**config.mk**
```make
export PLATFORM = sky130hd
export DESIGN_NAME = hs32_regctl
export DESIGN_NICKNAME = d
export VERILOG_FILES = /design/src/rtl/hs32_regctl.sv
export SDC_FILE = /design/constraint.sdc
export NUM_CORES = 1
export LEC_CHECK = 0
export ABC_AREA = 0
export CAP_MARGIN = 5
export CORE_ASPECT_RATIO = 0.75
export CORE_MARGIN = 2
export CORE_UTILIZATION = 39
export DETAILED_ROUTE_END_ITERATION = 8
export PLACE_DENSITY_LB_ADDON = 0.15
export SYNTH_ARGS = -nofsm -noshare
export SYNTH_HDL_FRONTEND = slang
export SYNTH_SLANG_ARGS = --single-unit
```
**constraint.sdc**
```tcl
create_clock -name clk -period 4.4 [get_ports clk]
set_clock_uncertainty 0.2 [all_clocks]
set_input_delay 0.44 -clock clk [delete_from_list [all_inputs] [get_ports clk]]
set_output_delay 0.44 -clock clk [all_outputs]
set_load 0.1 [all_outputs]
```
**src/rtl/hs32_regctl.sv**
```systemverilog
// hs32_regctl: operand-fetch controller sitting between decode, a 2-read/1-write register
// file and execute.
//
// A read request latches two source addresses, spends one FETCH cycle letting the register
// file drive the read data (it updates rf_dout* on negedge), then captures both operands
// and holds them until execute takes them. Writebacks pass straight through to the
// register file whenever wb_ready is high.
//
// Ports:
//   clk, reset                  clock, asynchronous active-low reset
//   rd_valid/rd_ready, rd_a1/2  operand-read request from decode
//   op_valid/op_ready, op_d1/2  captured operand pair to execute
//   wb_valid/wb_ready, wb_adr,
//   wb_data                     writeback request
//   rf_we, rf_wadr, rf_din      register-file write port
//   rf_radr1/2, rf_dout1/2      register-file read ports
//
// Build option: define HS32_REGCTL_WBPRIO_EN to let writebacks proceed during FETCH; an
// accepted write then stalls the capture for one more FETCH cycle.
module hs32_regctl (
  input  logic        clk,
  input  logic        reset,
  input  logic        rd_valid,
  output logic        rd_ready,
  input  logic [3:0]  rd_a1,
  input  logic [3:0]  rd_a2,
  output logic        op_valid,
  input  logic        op_ready,
  output logic [31:0] op_d1,
  output logic [31:0] op_d2,
  input  logic        wb_valid,
  output logic        wb_ready,
  input  logic [3:0]  wb_adr,
  input  logic [31:0] wb_data,
  output logic        rf_we,
  output logic [3:0]  rf_wadr,
  output logic [31:0] rf_din,
  output logic [3:0]  rf_radr1,
  output logic [3:0]  rf_radr2,
  input  logic [31:0] rf_dout1,
  input  logic [31:0] rf_dout2
);

  typedef enum logic [1:0] {StIdle, StFetch, StValid} state_e;

  state_e      state_q;
  logic [3:0]  a1_q, a2_q;
  logic [31:0] op_d1_q, op_d2_q;
  logic        op_valid_q;
  logic        rd_fire, wb_fire;

  always_comb begin
    rd_ready = 1'b0;
    wb_ready = 1'b1;
    case (state_q)
      StIdle:  rd_ready = 1'b1;
      StFetch: begin
        rd_ready = 1'b0;
`ifdef HS32_REGCTL_WBPRIO_EN
        wb_ready = 1'b1;
`else
        // The register file only refreshes read data on a negedge without a write.
        wb_ready = 1'b0;
`endif
      end
      StValid: rd_ready = op_ready;
      default: begin
        rd_ready = 1'b0;
        wb_ready = 1'b0;
      end
    endcase
  end

  assign rd_fire  = rd_valid & rd_ready;
  assign wb_fire  = wb_valid & wb_ready;

  assign rf_we    = wb_fire;
  assign rf_wadr  = wb_adr;
  assign rf_din   = wb_data;
  assign rf_radr1 = a1_q;
  assign rf_radr2 = a2_q;

  assign op_valid = op_valid_q;
  assign op_d1    = op_d1_q;
  assign op_d2    = op_d2_q;

  always_ff @(posedge clk or negedge reset) begin
    if (!reset) begin
      state_q    <= StIdle;
      a1_q       <= 4'd0;
      a2_q       <= 4'd0;
      op_d1_q    <= 32'd0;
      op_d2_q    <= 32'd0;
      op_valid_q <= 1'b0;
    end else begin
      case (state_q)
        StIdle: begin
          if (rd_fire) begin
            a1_q    <= rd_a1;
            a2_q    <= rd_a2;
            state_q <= StFetch;
          end
        end
        StFetch: begin
          // A write in this cycle blocked the negedge read refresh, so the data is stale.
          if (!wb_fire) begin
            op_d1_q    <= rf_dout1;
            op_d2_q    <= rf_dout2;
            op_valid_q <= 1'b1;
            state_q    <= StValid;
          end
        end
        StValid: begin
          if (op_ready) begin
            op_valid_q <= 1'b0;
            if (rd_fire) begin
              a1_q    <= rd_a1;
              a2_q    <= rd_a2;
              state_q <= StFetch;
            end else begin
              state_q <= StIdle;
            end
          end
        end
        default: begin
          op_valid_q <= 1'b0;
          state_q    <= StIdle;
        end
      endcase
    end
  end

endmodule

```
# After elaboration in Yosys (flattened, before gate mapping)
# Index checks and enable logic that the tools add are counted.
[word_totals]
register_bits = 75
input_bits = 113
output_inout_bits = 112
wordCells = 38
[classes]
eq_ne = 5
n_mux = 16
n_bitwise = 4
n_reduce_logical = 7
[ops]
columns = ["op", "n"]
rows = [
  ["$mux W4", 4],
  ["$pmux W4 S2", 2],
  ["$mux W2", 3],
  ["$ne A2 B2 Y1 const B", 3],
  ["$pmux W2 S3", 1],
  ["$reduce_and A3 Y1", 2],
  ["$mux W1", 4],
  ["$reduce_and A2 Y1", 2],
  ["$pmux W1 S3", 1],
  ["$and A1 B1 Y1", 2],
  ["$eq A2 B1 Y1 const B", 1],
  ["$eq A2 B2 Y1 const B", 1],
  ["$logic_not A2 Y1", 1],
  ["$not A1 Y1", 2],
  ["$pmux W1 S2", 1],
  ["$reduce_bool A2 Y1", 1],
  ["$reduce_or A2 Y1", 1],
]

# Logic depth before layout (Yosys ltp)
# Gate-level depths: netlist (run 1).
[logic_depth]
depth_word = 6
ltp_mapped = 5
mapped_depth_nobuf = 3

# Worst setup path before layout (run 1)
# Ideal clock, no wire load.
[synth_timing]
kind = "input -> output"
start = "input port op_ready"
end = "output port rd_ready"
arrival_ps = 1866
required_ps = 3760
path_slack_ps = 1894
stages = 2
n_path_buf = 0
cell_sequence = "and2b_1 > nor2_1"
[synth_between]
elab_chain_cells = 1
[synth_rtl]
columns = ["item", "line_no", "text"]
rows = [
  ["start, declared", "28", "input logic op_ready,"],
  ["$pmux W1 S2", "55", "case (state_q)"],
  ["end, declared", "24", "output logic rd_ready,"],
]
# No other way between the ends.

# Final worst setup path (run 1)
# Same ends and word-level chain as after synthesis.

==> summary.txt, run 1 <==
Timing
  – Unrepaired setup endpoints after global routing: no
  – Highest Clock Rate: 329 MHz
  – TNS Setup: 0 ns
  – Final Max Slew Viols: 0
  – Final period util: 69.1%
  – Final setup viols: 0
  – Final min period: 3.04 ns
  – Count of final hold-check violations: 0
  – Slew margin rel.: 32.2%
  – Slew @ Worst Pin: 1.01 ns

Placement
  – Hpwl dp: 5280 um
  – Placed cell area: 0.00462 sq mm
  – I/O Buffers: 152
  – Routability cong.: 0.752

Yosys
  – Syn Std Cell Area: 0.00334 sq mm
  – Syn Nets: 314
  – Seq/Total Area, Yosys: 56.3%
  – Synth Register Bits: 75
  – Syn_area_per_cell: 16.6 sq um
  – Cell variety after synth: 15
  – Post-Syn Instances: 201
  – Ys Warns: 0

Finish
  – Nets: 435
  – Commonest non-fill, non-tap cell in the layout: clkdlybuf4s50_1
  – Seq. cell area: 0.00188 sq mm
  – FILL cells: 686
  – Design area: 0.00493 sq mm
  – Multi-input logic area: 0.00105 sq mm
  – Most frequent cells in the layout: clkdlybuf4s50_1 (151), dfrtp_1 (75), mux2_4 (49)
  – Share of layout cells above drive strength 1: 28.2%
  – Area delta synth->final: 47.9%
  – ANT cells: 0

Die
  – Io pins: 225
  – Die Wd: 111 um
  – Starting density of the core: 39.8%
  – Num rows: 29
  – Die Height: 84.1 um
  – Core area: 0.00838 sq mm
  – Die area: 0.00932 sq mm

Clocking
  – CTS sink cnt: 75
  – H-tree depth: 3
  – Clock latency on the worst-skew pair: 0.32 ns
  – CTS tree: built
  – Post-CTS Repair Setup Buffers: 0
  – Clk root buf: clkbuf_16
  – TritonCTS Buffers: 9
  – Longest Clk Path Bufs: 2
  – # hold bufs at CTS: 0
  – Clk slew on worst S/H paths: 0.05 ns
  – # resized after CTS: 0

Global route
  – Busiest layer in global routing: met2
  – Met3 Resource Use GR: 7.63%
  – Pin count of the biggest net entering global routing: 76
  – Met2 Resource Use GR: 22.6%
  – Met1 GRT Util: 19.5%
  – Vias in the first global route: 2,082
  – GRT Overall Usage: 15.4%
  – Total gr overflow: 0
  – Global-route wire length before repair: 11,100 um
  – Antenna violations before repair: 0

Critical path
  – Worst path cell trace: clkdlybuf4s50_1 > and2b_1 > nor2_1 > clkdlybuf4s50_1
  – CP Class: input pin to primary output
  – CP max stage delay: 1.14 ns
  – Worst Setup End Kind: primary output
  – Crit Reg-Reg Startpoint: state_q[0]$_DFFE_PN0P_
  – CP Max Fanout: 3
  – Worst R2R Path Depth: 4
  – Cell family with most CP delay: buffers and inverters
  – Critical path startpoint category: input pin
  – Buf+Inv Stages, Crit Path: 2
  – CP max stage cell: clkdlybuf4s50_1
  – Most Frequent Cell on Critical Path: clkdlybuf4s50_1
  – Worst Path Arrival: 2.40 ns
  – Reg2reg setup slack: 2.11 ns
  – CP required: 3.76 ns
  – Reg-to-reg endpoint: op_d1[24]$_DFFE_PN0P_

Detailed routing
  – DR vias: 2,012
  – Vias per inst: 4.64
  – Pre-antenna DRT Iters: 4
  – DR WL/cell: 16.7 um
  – Detailed Route WL: 7240 um
  – Initial DRC count: 44
  – Antenna Nets Post-Route: 0
  – Drt drc: 0

Worst hold path
  – Hold crit path type: input pin to asynchronous set/reset pin

Run
  – Max-capacitance violation count: 0

Run status
  – Outcome: completed
cells by family after synthesis:
kind of cell	after synthesis	share of synthesized area (%)
DFF	75	56.3
AOI/OAI and AO/OA	3	0.600
muxes	72	29.8
and+or+nand+nor	6	1.20
buffers and inverters	45	12.1
synthesized netlist by cell type:
master   count  area [sq um]
dfrtp_1     75          1880
mux2_4      49           736
buf_4       38           285
mux2_2      23           259
buf_12       5           100
nor2_1       2          7.51
a21o_1       1          7.51
and2b_1      1          7.51
buf_8        1          15.0
inv_2        1          3.75
nor2_4       1          11.3
nor2b_1      1          6.26
nor3b_1      1          7.51
o21a_1       1          7.51
o21ai_0      1          5.00
metal layers:
metal,vias to the layer above,part of all wire (%)
met1,979,43
met2,115,45
li1,887,-
met3,31,10
met5,-,0
met4,0,2.2
area by class of cell:
class / count / area share, %
Clock buffer: 10 / 4.84
Clock inverter: 5 / 1.57
Inverter: 1 / 0.0761
Multi-Input combinational cell: 81 / 21.4
Sequential cell: 75 / 38.0
Tap cell: 108 / 2.74
Timing Repair Buffer: 154 / 31.3
worst max path at each step:
stage / cells after the start / end / slack (ns) / from
global route: 4 / rd_ready / 1.33 / op_ready
detailed placement: 4 / rd_ready / 1.36 / op_ready
floorplan: 2 / rd_ready / 1.89 / op_ready
CTS: 4 / rd_ready / 1.35 / op_ready
finish: 4 / rd_ready / 1.36 / op_ready
global placement: 4 / rd_ready / 1.42 / op_ready
sequential cells by signal, indices dropped and copies added, names as in the netlist:
register and count:
op_d1 32, op_d2 32, rf_radr1 4, state_q 2
rf_radr2 4, op_valid 1
stage by stage:
stage               hold slack (ns)  setup slack [ns]  std cells  util (%)
floorplan                   -0.0556              1.89        201         -
global placement              0.265              1.42        419      55.1
detailed placement            0.271              1.36        419      55.1
CTS                          0.0925              1.35        434      58.9
global route                  0.133              1.33        434      58.9
finish                       0.0511              1.36        434      58.9
Power of run 1 is left out: the tool's default activity adds up to more than one toggle a clock period on the data nets, which glitch-free logic cannot reach.
==> run 2: changes to the inputs <==
CORE_UTILIZATION = 32   (was 39)
clock period = 2.45 ns   (was 4.4 ns; I/O delays follow)
==> run 2 against run 1 <==
Non-clock buffer count rose by 3; global-route usage fell by 3.1 points; worst hold slack improved by 0.19 ns; via count fell by 3.3%; critical path depth did not move; setup slack got worse by 0.75 ns; critical endpoint is now op_d1[15]$_DFFE_PN0P_; highest routed layer unchanged.
==> summary.txt, run 2 (synthesis results as in run 1) <==
Placement
  – Hpwl dp: 4700 um (-11%)
  – Routability cong.: 0.686 (-8.8%)
  – I/O Buffers: 152 (unchanged)

Global route
  – Antenna violations before repair: 0 (unchanged)
  – Total gr overflow: 0 (unchanged)
  – GRT Overall Usage: 12.3% (-3.1 points)
  – Vias in the first global route: 2,035 (-2.3%)
  – Pin count of the biggest net entering global routing: 39 (-49%)
  – Global-route wire length before repair: 10,500 um (-5.6%)

Detailed routing
  – Antenna Nets Post-Route: 0 (unchanged)
  – Detailed Route WL: 6750 um (-6.8%)
  – DR WL/cell: 14.5 um (-13%)
  – Pre-antenna DRT Iters: 4 (unchanged)
  – Drt drc: 0 (unchanged)
  – Met3 routed WL: 762 um (+5.7%)
  – Met1 Wirelength: 3210 um (+2.8%)
  – DR vias: 1,946 (-3.3%)
  – Initial DRC count: 63 (+43%)
  – Vias per inst: 4.18 (-9.9%)
  – Met2 WL: 2680 um (-17%)
  – Top Metal Used: met4

Clocking
  – TritonCTS Buffers: 9 (unchanged)
  – CTS sink cnt: 75 (unchanged)
  – Clk slew on worst S/H paths: 0.06 ns (about the same)
  – Clock latency on the worst-skew pair: 0.33 ns (about the same)
  – CTS tree: built
  – Longest Clk Path Bufs: 2 (unchanged)
  – H-tree depth: 3 (unchanged)
  – Clk root buf: clkbuf_16
  – Post-CTS Repair Setup Buffers: 0 (unchanged)

Critical path
  – Critical path startpoint category: register
  – CP Class: register to register
  – CP Launch Point: state_q[0]$_DFFE_PN0P_
  – Worst path cell trace: inv_2 > nor2_4 > buf_4 > mux2_2
  – Critical Path Stages: 4 (unchanged)
  – Cell family with most CP delay: buffers and inverters
  – CP max stage cell: dfrtp_1
  – Worst Setup End Kind: register
  – End point of the critical path: op_d1[15]$_DFFE_PN0P_
  – CP Max Fanout: 28 (+25)
  – CP max stage delay: 0.46 ns (-0.68 ns)
  – Worst Path Arrival: 1.85 ns (-0.55 ns)
  – CP required: 2.46 ns (-1.30 ns)
  – Crit Reg-Reg Startpoint: state_q[0]$_DFFE_PN0P_
  – Worst R2R Path Depth: 4 (unchanged)
  – Reg2reg setup slack: 0.61 ns (-1.50 ns)
  – Reg-to-reg endpoint: op_d1[15]$_DFFE_PN0P_
  – Buf+Inv Stages, Crit Path: 2 (unchanged)

Timing
  – Unrepaired setup endpoints after global routing: no
  – Count of final hold-check violations: 0 (unchanged)
  – Final Max Slew Viols: 0 (unchanged)
  – TNS Setup: 0 ns (unchanged)
  – Final period util: 75.0%
  – Final min period: 1.84 ns
  – Final setup viols: 0 (unchanged)
  – Highest Clock Rate: 544 MHz
  – Slew margin rel.: 66.3% (+34 points)
  – Slew @ Worst Pin: 0.506 ns (-0.508 ns)

Run
  – Max-capacitance violation count: 0 (unchanged)

Die
  – Core area: 0.0102 sq mm (+22%)
  – Num rows: 32 (+10%)
  – Starting density of the core: 32.7% (-7.1 points)
  – Die Height: 92.4 um (+9.9%)
  – Die area: 0.0113 sq mm (+21%)
  – Io pins: 225 (unchanged)
  – Die Wd: 122 um (+10%)

Finish
  – Share of layout cells above drive strength 1: 51.8% (+24 points)
  – Area delta synth->final: 46.1%
  – Most frequent cells in the layout: buf_4 (78), clkdlybuf4s50_1 (75), dfrtp_1 (75)
  – ANT cells: 0 (unchanged)
  – FILL cells: 901 (+31%)
  – Commonest non-fill, non-tap cell in the layout: buf_4
  – Nets: 438 (+0.69%)
  – Multi-input logic area: 0.00105 sq mm (unchanged)
  – Seq. cell area: 0.00188 sq mm (unchanged)

Run status
  – Outcome: completed

Worst hold path
  – Hold crit path type: input pin to asynchronous set/reset pin
-- run 2: metrics by stage --
step | util [%] | setup slack, ns | cell area, sq um | std cells | hold slack (ns)
after CTS | 47.7 | 0.593 | 4870 | 466 | 0.250
after global routing | 47.7 | 0.509 | 4870 | 466 | 0.285
final | 47.7 | 0.612 | 4870 | 466 | 0.238
after detailed placement | 44.1 | 0.454 | 4500 | 449 | 0.0564
after floorplan | - | 0.169 | 3340 | 201 | -0.251
after global placement | 44.1 | 0.470 | 4500 | 449 | 0.0573
-- run 2: area by class of cell --
class | instances | area share [%]
Timing Repair Buffer | 157 | 28.9
Sequential cell | 75 | 38.5
Clock inverter | 4 | 1.95
Inverter | 1 | 0.0770
Multi-Input combinational cell | 81 | 21.6
Tap cell | 136 | 3.49
Clock buffer | 12 | 5.47
-- run 2: how the worst min path moves through the flow --
stage          cells past startpoint  slack, ns                     to
2_1_floorplan                      0      -0.25   op_d1[0]$_DFFE_PN0P_
3_5_place_dp                       1       0.06  op_d2[16]$_DFFE_PN0P_
4_1_cts                            2       0.25  op_d2[21]$_DFFE_PN0P_
3_3_place_gp                       1       0.06  op_d2[16]$_DFFE_PN0P_
5_1_grt                            2       0.28  op_d2[22]$_DFFE_PN0P_
6_report                           2       0.24  op_d2[21]$_DFFE_PN0P_
-- run 2: layer usage --
metal | vias up | global-route usage (%)
met5 | - | 0
met4 | 0 | 4.12
met3 | 11 | 6.90
met2 | 113 | 16.0
met1 | 927 | 17.0
li1 | 895 | -
-- run 2: what timing repair did --
action	in CTS	in global routing
endpoints found under the hold margin	37	0
hold buffers	1	0
resized for setup	0	0
Power of run 2 is left out for the same reason.
